### src/rtl/pipeline_ctrl_if.sv
// Hazard/stall controller bundle: ID/EX hazard inputs, memory handshake and
// per-stage pipeline register controls.
interface pipeline_ctrl_if #(
    parameter int unsigned CNT_W = 32
);
    // Hazard detection inputs from ID and EX
    logic [4:0]       id_rs_i;
    logic [4:0]       id_rt_i;
    logic             id_rt_used_i;
    logic             ex_memread_i;
    logic [4:0]       ex_rt_i;
    logic             branch_taken_i;

    // Data-memory handshake from/to the EX/MEM stage
    logic [1:0]       mem_ctrl_i;
    logic             mem_ack_i;
    logic             mem_req_o;

    // Pipeline register controls
    logic             pc_enable_o;
    logic             ifid_enable_o;
    logic             ifid_flush_o;
    logic             idex_enable_o;
    logic             idex_flush_o;
    logic             exmem_enable_o;
    logic             memwb_enable_o;
    logic             memwb_flush_o;

    // Status
    logic             mem_error_o;
    logic [CNT_W-1:0] stall_count_o;

    // Controller side
    modport master (
        input  id_rs_i, id_rt_i, id_rt_used_i, ex_memread_i, ex_rt_i,
        input  branch_taken_i, mem_ctrl_i, mem_ack_i,
        output mem_req_o, pc_enable_o, ifid_enable_o, ifid_flush_o,
        output idex_enable_o, idex_flush_o, exmem_enable_o,
        output memwb_enable_o, memwb_flush_o, mem_error_o, stall_count_o
    );

    // Pipeline / memory side
    modport slave (
        output id_rs_i, id_rt_i, id_rt_used_i, ex_memread_i, ex_rt_i,
        output branch_taken_i, mem_ctrl_i, mem_ack_i,
        input  mem_req_o, pc_enable_o, ifid_enable_o, ifid_flush_o,
        input  idex_enable_o, idex_flush_o, exmem_enable_o,
        input  memwb_enable_o, memwb_flush_o, mem_error_o, stall_count_o
    );
endinterface

### src/rtl/pipeline_ctrl.sv
// Central hazard and stall controller for the 5-stage pipeline.
// Priority: reset > memory freeze/error > load-use stall > branch flush.
// Stage controls and mem_req_o are combinational from state and inputs;
// FSM state, timeout counter, stall counter and error flag are registered.
module pipeline_ctrl #(
    parameter int unsigned TIMEOUT_CYCLES = 64,
    parameter int unsigned CNT_W          = 32
) (
    input  logic                  clock_i,
    input  logic                  rst_i,
    pipeline_ctrl_if.master       bus
);

    localparam int unsigned     TMO_W    = $clog2(TIMEOUT_CYCLES);
    localparam logic [TMO_W-1:0] TMO_LAST = TMO_W'(TIMEOUT_CYCLES - 1);
    localparam logic [CNT_W-1:0] CNT_MAX  = '1;

    typedef enum logic [1:0] {
        ST_IDLE  = 2'd0,
        ST_BUSY  = 2'd1,
        ST_ERROR = 2'd2
    } state_t;

    state_t             state_q, state_d;
    logic [TMO_W-1:0]   tmo_q, tmo_d;
    logic [CNT_W-1:0]   stall_q, stall_d;
    logic               err_q, err_d;

    logic               acc_c;
    logic               load_use_c;
    logic               freeze_c;
    logic               mem_req_c;
    logic               pc_enable_c;
    logic               ifid_enable_c;
    logic               ifid_flush_c;
    logic               idex_enable_c;
    logic               idex_flush_c;
    logic               exmem_enable_c;
    logic               memwb_enable_c;
    logic               memwb_flush_c;

    // Access request and load-use detection on the raw ID/EX fields
    always_comb begin
        acc_c      = (bus.mem_ctrl_i != 2'b00);
        load_use_c = bus.ex_memread_i && (bus.ex_rt_i != 5'd0) &&
                     ((bus.ex_rt_i == bus.id_rs_i) ||
                      (bus.id_rt_used_i && (bus.ex_rt_i == bus.id_rt_i)));
    end

    // State, timeout counter, stall counter and sticky error
    always_ff @(posedge clock_i) begin
        if (rst_i) begin
            state_q <= ST_IDLE;
            tmo_q   <= '0;
            stall_q <= '0;
            err_q   <= 1'b0;
        end else begin
            state_q <= state_d;
            tmo_q   <= tmo_d;
            stall_q <= stall_d;
            err_q   <= err_d;
        end
    end

    // Next state plus per-stage enables/flushes and memory request
    always_comb begin
        state_d        = state_q;
        tmo_d          = tmo_q;
        err_d          = err_q;
        freeze_c       = 1'b0;
        mem_req_c      = 1'b0;
        pc_enable_c    = 1'b1;
        ifid_enable_c  = 1'b1;
        ifid_flush_c   = 1'b0;
        idex_enable_c  = 1'b1;
        idex_flush_c   = 1'b0;
        exmem_enable_c = 1'b1;
        memwb_enable_c = 1'b1;
        memwb_flush_c  = 1'b0;

        if (rst_i) begin
            // Abandon any access; bubble every stage register
            state_d        = ST_IDLE;
            tmo_d          = '0;
            err_d          = 1'b0;
            pc_enable_c    = 1'b0;
            ifid_enable_c  = 1'b0;
            ifid_flush_c   = 1'b1;
            idex_enable_c  = 1'b0;
            idex_flush_c   = 1'b1;
            exmem_enable_c = 1'b0;
            memwb_enable_c = 1'b0;
            memwb_flush_c  = 1'b1;
        end else begin
            case (state_q)
                ST_IDLE: begin
                    if (acc_c) begin
                        mem_req_c = 1'b1;
                        if (!bus.mem_ack_i) begin
                            freeze_c = 1'b1;
                            state_d  = ST_BUSY;
                            tmo_d    = '0;
                        end
                    end
                end
                ST_BUSY: begin
                    mem_req_c = 1'b1;
                    if (bus.mem_ack_i) begin
                        // Release now; EX/MEM loads the next instruction
                        state_d = ST_IDLE;
                        tmo_d   = '0;
                    end else begin
                        freeze_c = 1'b1;
                        if (tmo_q == TMO_LAST) begin
                            state_d = ST_ERROR;
                            err_d   = 1'b1;
                        end else begin
                            tmo_d = tmo_q + TMO_W'(1);
                        end
                    end
                end
                ST_ERROR: begin
                    // Dead until reset: hold everything, keep WB bubbling
                    pc_enable_c    = 1'b0;
                    ifid_enable_c  = 1'b0;
                    idex_enable_c  = 1'b0;
                    exmem_enable_c = 1'b0;
                    memwb_enable_c = 1'b0;
                    memwb_flush_c  = 1'b1;
                end
                default: begin
                    state_d = ST_IDLE;
                    tmo_d   = '0;
                end
            endcase

            if (state_q != ST_ERROR) begin
                if (freeze_c) begin
                    // Hold IF..MEM, let WB advance with a bubble
                    pc_enable_c    = 1'b0;
                    ifid_enable_c  = 1'b0;
                    idex_enable_c  = 1'b0;
                    exmem_enable_c = 1'b0;
                    memwb_enable_c = 1'b1;
                    memwb_flush_c  = 1'b1;
                end else if (load_use_c) begin
                    // Hold PC and IF/ID, inject a bubble into ID/EX
                    pc_enable_c   = 1'b0;
                    ifid_enable_c = 1'b0;
                    idex_flush_c  = 1'b1;
                end else if (bus.branch_taken_i) begin
                    ifid_flush_c = 1'b1;
                end
            end
        end
    end

    // Saturating count of cycles in which the PC did not advance
    always_comb begin
        stall_d = stall_q;
        if (rst_i) begin
            stall_d = '0;
        end else if (!pc_enable_c && (stall_q != CNT_MAX)) begin
            stall_d = stall_q + CNT_W'(1);
        end
    end

    assign bus.mem_req_o      = mem_req_c;
    assign bus.pc_enable_o    = pc_enable_c;
    assign bus.ifid_enable_o  = ifid_enable_c;
    assign bus.ifid_flush_o   = ifid_flush_c;
    assign bus.idex_enable_o  = idex_enable_c;
    assign bus.idex_flush_o   = idex_flush_c;
    assign bus.exmem_enable_o = exmem_enable_c;
    assign bus.memwb_enable_o = memwb_enable_c;
    assign bus.memwb_flush_o  = memwb_flush_c;
    assign bus.mem_error_o    = err_q;
    assign bus.stall_count_o  = stall_q;

endmodule

### src/flat_wrapper.sv
// flat-port wrapper written by rule: the top's interface ports become plain ports
module pipeline_ctrl_flat 
#(
    parameter int unsigned TIMEOUT_CYCLES = 64,
    parameter int unsigned CNT_W          = 32
)
  (clock_i, rst_i, bus_id_rs_i, bus_id_rt_i, bus_id_rt_used_i, bus_ex_memread_i, bus_ex_rt_i, bus_branch_taken_i, bus_mem_ctrl_i, bus_mem_ack_i, bus_mem_req_o, bus_pc_enable_o, bus_ifid_enable_o, bus_ifid_flush_o, bus_idex_enable_o, bus_idex_flush_o, bus_exmem_enable_o, bus_memwb_enable_o, bus_memwb_flush_o, bus_mem_error_o, bus_stall_count_o);
  pipeline_ctrl_if #(.CNT_W(CNT_W)) bus_i ();
  input  logic clock_i;
  input  logic rst_i;
  input wire logic [$bits(bus_i.id_rs_i)-1:0] bus_id_rs_i;
  input wire logic [$bits(bus_i.id_rt_i)-1:0] bus_id_rt_i;
  input wire logic [$bits(bus_i.id_rt_used_i)-1:0] bus_id_rt_used_i;
  input wire logic [$bits(bus_i.ex_memread_i)-1:0] bus_ex_memread_i;
  input wire logic [$bits(bus_i.ex_rt_i)-1:0] bus_ex_rt_i;
  input wire logic [$bits(bus_i.branch_taken_i)-1:0] bus_branch_taken_i;
  input wire logic [$bits(bus_i.mem_ctrl_i)-1:0] bus_mem_ctrl_i;
  input wire logic [$bits(bus_i.mem_ack_i)-1:0] bus_mem_ack_i;
  output wire logic [$bits(bus_i.mem_req_o)-1:0] bus_mem_req_o;
  output wire logic [$bits(bus_i.pc_enable_o)-1:0] bus_pc_enable_o;
  output wire logic [$bits(bus_i.ifid_enable_o)-1:0] bus_ifid_enable_o;
  output wire logic [$bits(bus_i.ifid_flush_o)-1:0] bus_ifid_flush_o;
  output wire logic [$bits(bus_i.idex_enable_o)-1:0] bus_idex_enable_o;
  output wire logic [$bits(bus_i.idex_flush_o)-1:0] bus_idex_flush_o;
  output wire logic [$bits(bus_i.exmem_enable_o)-1:0] bus_exmem_enable_o;
  output wire logic [$bits(bus_i.memwb_enable_o)-1:0] bus_memwb_enable_o;
  output wire logic [$bits(bus_i.memwb_flush_o)-1:0] bus_memwb_flush_o;
  output wire logic [$bits(bus_i.mem_error_o)-1:0] bus_mem_error_o;
  output wire logic [$bits(bus_i.stall_count_o)-1:0] bus_stall_count_o;
  assign bus_i.id_rs_i = bus_id_rs_i;
  assign bus_i.id_rt_i = bus_id_rt_i;
  assign bus_i.id_rt_used_i = bus_id_rt_used_i;
  assign bus_i.ex_memread_i = bus_ex_memread_i;
  assign bus_i.ex_rt_i = bus_ex_rt_i;
  assign bus_i.branch_taken_i = bus_branch_taken_i;
  assign bus_i.mem_ctrl_i = bus_mem_ctrl_i;
  assign bus_i.mem_ack_i = bus_mem_ack_i;
  assign bus_mem_req_o = bus_i.mem_req_o;
  assign bus_pc_enable_o = bus_i.pc_enable_o;
  assign bus_ifid_enable_o = bus_i.ifid_enable_o;
  assign bus_ifid_flush_o = bus_i.ifid_flush_o;
  assign bus_idex_enable_o = bus_i.idex_enable_o;
  assign bus_idex_flush_o = bus_i.idex_flush_o;
  assign bus_exmem_enable_o = bus_i.exmem_enable_o;
  assign bus_memwb_enable_o = bus_i.memwb_enable_o;
  assign bus_memwb_flush_o = bus_i.memwb_flush_o;
  assign bus_mem_error_o = bus_i.mem_error_o;
  assign bus_stall_count_o = bus_i.stall_count_o;
  pipeline_ctrl #(.TIMEOUT_CYCLES(TIMEOUT_CYCLES), .CNT_W(CNT_W)) u_core (.clock_i(clock_i), .rst_i(rst_i), .bus(bus_i));
endmodule
### config.mk
export PLATFORM = sky130hd
export DESIGN_NAME = pipeline_ctrl_flat
export DESIGN_NICKNAME = d
export VERILOG_FILES = /design/src/rtl/pipeline_ctrl_if.sv /design/src/rtl/pipeline_ctrl.sv /design/src/flat_wrapper.sv
export SDC_FILE = /design/constraint.sdc
export NUM_CORES = 1
export LEC_CHECK = 0
export CAP_MARGIN = 10
export CELL_PAD_IN_SITES_DETAIL_PLACEMENT = 0
export CELL_PAD_IN_SITES_GLOBAL_PLACEMENT = 1
export CORE_MARGIN = 2
export CORE_UTILIZATION = 38
export CTS_BUF_LIST = sky130_fd_sc_hd__clkbuf_8
export DETAILED_ROUTE_END_ITERATION = 10
export PLACE_DENSITY_LB_ADDON = 0.1
export SYNTH_ARGS = -nofsm -noshare
export SYNTH_HDL_FRONTEND = slang
export SYNTH_SLANG_ARGS = --single-unit
export TNS_END_PERCENT = 5
### constraint.sdc
create_clock -name clock_i -period 3.95 [get_ports clock_i]
set_input_delay 0.79 -clock clock_i [delete_from_list [all_inputs] [get_ports clock_i]]
set_output_delay 0.79 -clock clock_i [all_outputs]
set_load 0.01 [all_outputs]
==> impl_metrics.yaml <==
run_status:
  outcome: "completed"
sta:
  finalHoldViolCount: 0
  finalCriticalPeriod_ps: 3680
  rsz0062_at_grt: "false"
  worstMarginPinSlew_ps: 644
  finalSetupTns_ps: 0
  relSlewSlack_pct: 56.9
  period_share_pct: 93.1
  finClkSkew_ps: 11.1
  maxSlewViolCount: 0
  fmax_ghz: 0.272
  setup_viol: 0
setup_path:
  critical_path.max_stage_delay_ps: 580
  cp_max_fo: 5
  critical_path_required_ps: 3160
  endpoint_kind: "output port"
  crit_arrival_ps: 2890
  crit_slowest_cell: "clkdlybuf4s50_1"
  critPathMostFrequentCell: "clkdlybuf4s50_1"
  cp_top_family: "buffers and inverters"
  critPathBufInv: 2
  critPathLaunchType: "input port"
  crit_path_cell_trace: "clkdlybuf4s50_1 -> or4_1 -> o21a_1 -> a21oi_4 -> clkdlybuf4s50_1"
  critPathKind: "input port to output port"
cts:
  clk_latency_ps: 290
  post_cts_resized: 0
  clk_path_buf_depth: 2
  cts_tree: "yes"
  post_cts_buffers: 0
  cts_buffers: 5
  cts.sinks: 41
  root_buffer: "clkbuf_8"
  htree_levels: 2
  hold_buffers: 0
  path_clk_slew_ps: 90
placed_design:
  dpl.hpwl_um: 3710
  portBuffers: 64
  dp_cells: 389
  place_congestion: 0.778
logic_synthesis:
  synth_warnings: 0
  syn_area_mm2: 0.00221
  synthTopCellsByArea: "dfxtp_1 37%, xnor2_1 13%, nor2_1 8.0%, nand3_1 2.9%, nand2_1 2.9%"
  synthMostInstantiatedCell: "nor2_1"
  syn-num-nets: 287
  synth-main-ff-cell: "dfxtp_1"
  synth-edff-count: 0
  seq_area_frac_synth_pct: 37.1
  yosysTopAreaCellShare_pct: 37.1
  avgSynthCellArea_um2: 8.44
  synth_common_cells: "47 x nor2_1, 41 x dfxtp_1, 34 x xnor2_1, 17 x nand2_1, 13 x nand3_1"
  synth_cell_types: 50
  async_reset_ff_share_pct: 0
  synthCells: 262
  ys_ff_latch: 41
  synth_area_leader_cell: "dfxtp_1"
route:
  via_per_inst: 5.01
  drt.antenna.violating_nets: 0
  num_vias: 1990
  dr.pass1.iters: 4
  drc: 0
  drt-initial-drc-count: 108
  wl_um: 5160
  wire_per_inst_um: 13.0
layout:
  fillers: 557
  drive_above_1_share_pct: 7.38
  n_antenna_cell: 0
  final_cells: 397
  multiInputGateArea_mm2: 0.00129
  seqCellArea_um2: 821
  fin_nets: 349
  area_growth_pct: 35.6
floorplan:
  fp.coreArea_mm2: 0.00557
  dieHeight_um: 80.3
  initial_core_util_pct: 39.7
  die_w_um: 80.3
  die-area_mm2: 0.00645
  ios: 65
  rows: 27
power_and_ir_drop:
  p_int_uw: 621
  p_leak_uw: 0.000948
  pwr-share-seq_pct: 51.3
  peakVddDrop_mv: 0.216
  p_sw_share_pct: 24.8
  combPwrFrac_pct: 13.3
  clkPwrFrac_pct: 35.3
  powerDensity_mw_per_mm2: 275
  power.switching_uw: 204
grt:
  grt_pass1_wl_um: 8650
  grt_start_max_net_pins: 40
  grt_util_all_layers_pct: 16.8
  grt_pass1_vias: 1907
  antenna_found_initial: 0
  overflow: 0
hold_path:
  min_path_type: "flop to flop"
job:
  drv_cap: 0
[per-stage QoR]
step           total power, µW  hold WS (ps)  cell area [µm²]  setup WS [ps]  utilization (%)
2_1_floorplan              491           470             2210           1030                -
3_3_place_gp               543           437             2900            249             52.1
3_5_place_dp               545           442             2900            241             52.1
4_1_cts                    836           459             3000            236             53.8
5_1_grt                    861           495             3000            169             53.8
6_report                   825           457             3000            273             53.8
[worst reg2reg max path: stages (launching register included)]
cell and delay (ps):
dfxtp_1 350, and2_1 170, and3_1 230, nand4_1 230, nand2b_1 450, nand2b_4 150, or4_1 510, a21oi_1 150
[cell usage in the layout, fill, tap and decap left out, drive strengths merged, types with 2 or more instances in the layout]
cell / count
nor2: 47
nor4b: 5
o31ai: 3
clkbuf: 6
nand3b: 4
xor2: 6
nor2b: 3
a21oi: 10
ha: 2
and4bb: 2
nor4: 9
nor3b: 2
xnor2: 34
o21a: 2
a31o: 3
or3: 2
inv: 5
nand2: 17
clkinv: 3
buf: 4
dfxtp: 41
nand3: 13
nand2b: 3
clkdlybuf4s50: 64
or4: 3
o21ai: 4
and3: 2
or2: 3
nand4: 7
nor3: 7
[state kept, by name, summed over array words and instances (netlist names)]
register,flops
u_core.bus.stall_count_o,32
u_core.bus.mem_error_o,1
u_core.state_q,2
u_core.tmo_q,6
[layout make-up]
type	instances	share of cell area [%]
Timing Repair Buffer	68	22.4
Tap cell	72	3.00
Clock buffer	6	2.75
Sequential cell	41	27.4
Clock inverter	2	0.459
Multi-Input combinational cell	202	43.1
Inverter	6	0.918
[path summary, 6_finish.rpt]
check | startpoint | endpoint | slack, ps | depth (start not counted)
worst min-delay path | u_core.bus.mem_error_o | u_core.bus.mem_error_o | 460 | 2
worst min register to register | u_core.bus.mem_error_o | u_core.bus.mem_error_o | 460 | 2
worst max register to register | u_core.bus.stall_count_o[17] | u_core.bus.stall_count_o[21] | 1660 | 7
worst max-delay path | bus_ex_rt_i[0] | bus_pc_enable_o | 270 | 5
[metal layers]
metal  up-vias  track usage [%]  part of all wire (%)
met5         -                0                     0
met4         0             4.07                  0.74
met3         4             4.72                   4.8
met2        43             26.8                    44
met1       914             22.4                    50
li1       1029                -                     -
[power groups by stage]
stage / clock network (µW) / registers [µW] / logic, µW
2_1_floorplan: 0 / 433 / 58.0
3_3_place_gp: 0 / 433 / 110
3_5_place_dp: 0 / 434 / 111
4_1_cts: 300 / 424 / 112
5_1_grt: 316 / 425 / 121
6_report: 291 / 424 / 110
[kinds of logic after synthesis]
kind of cell	Yosys count	share of synthesized area (%)
AOI/OAI and AO/OA	26	8.31
xor gates and xnor gates	40	15.8
adders and majority gates	2	1.13
buffers and inverters	19	4.41
DFF	41	37.1
muxes	1	0.453
and+or+nand+nor	133	32.7
Power figures use the tool's default switching activity.
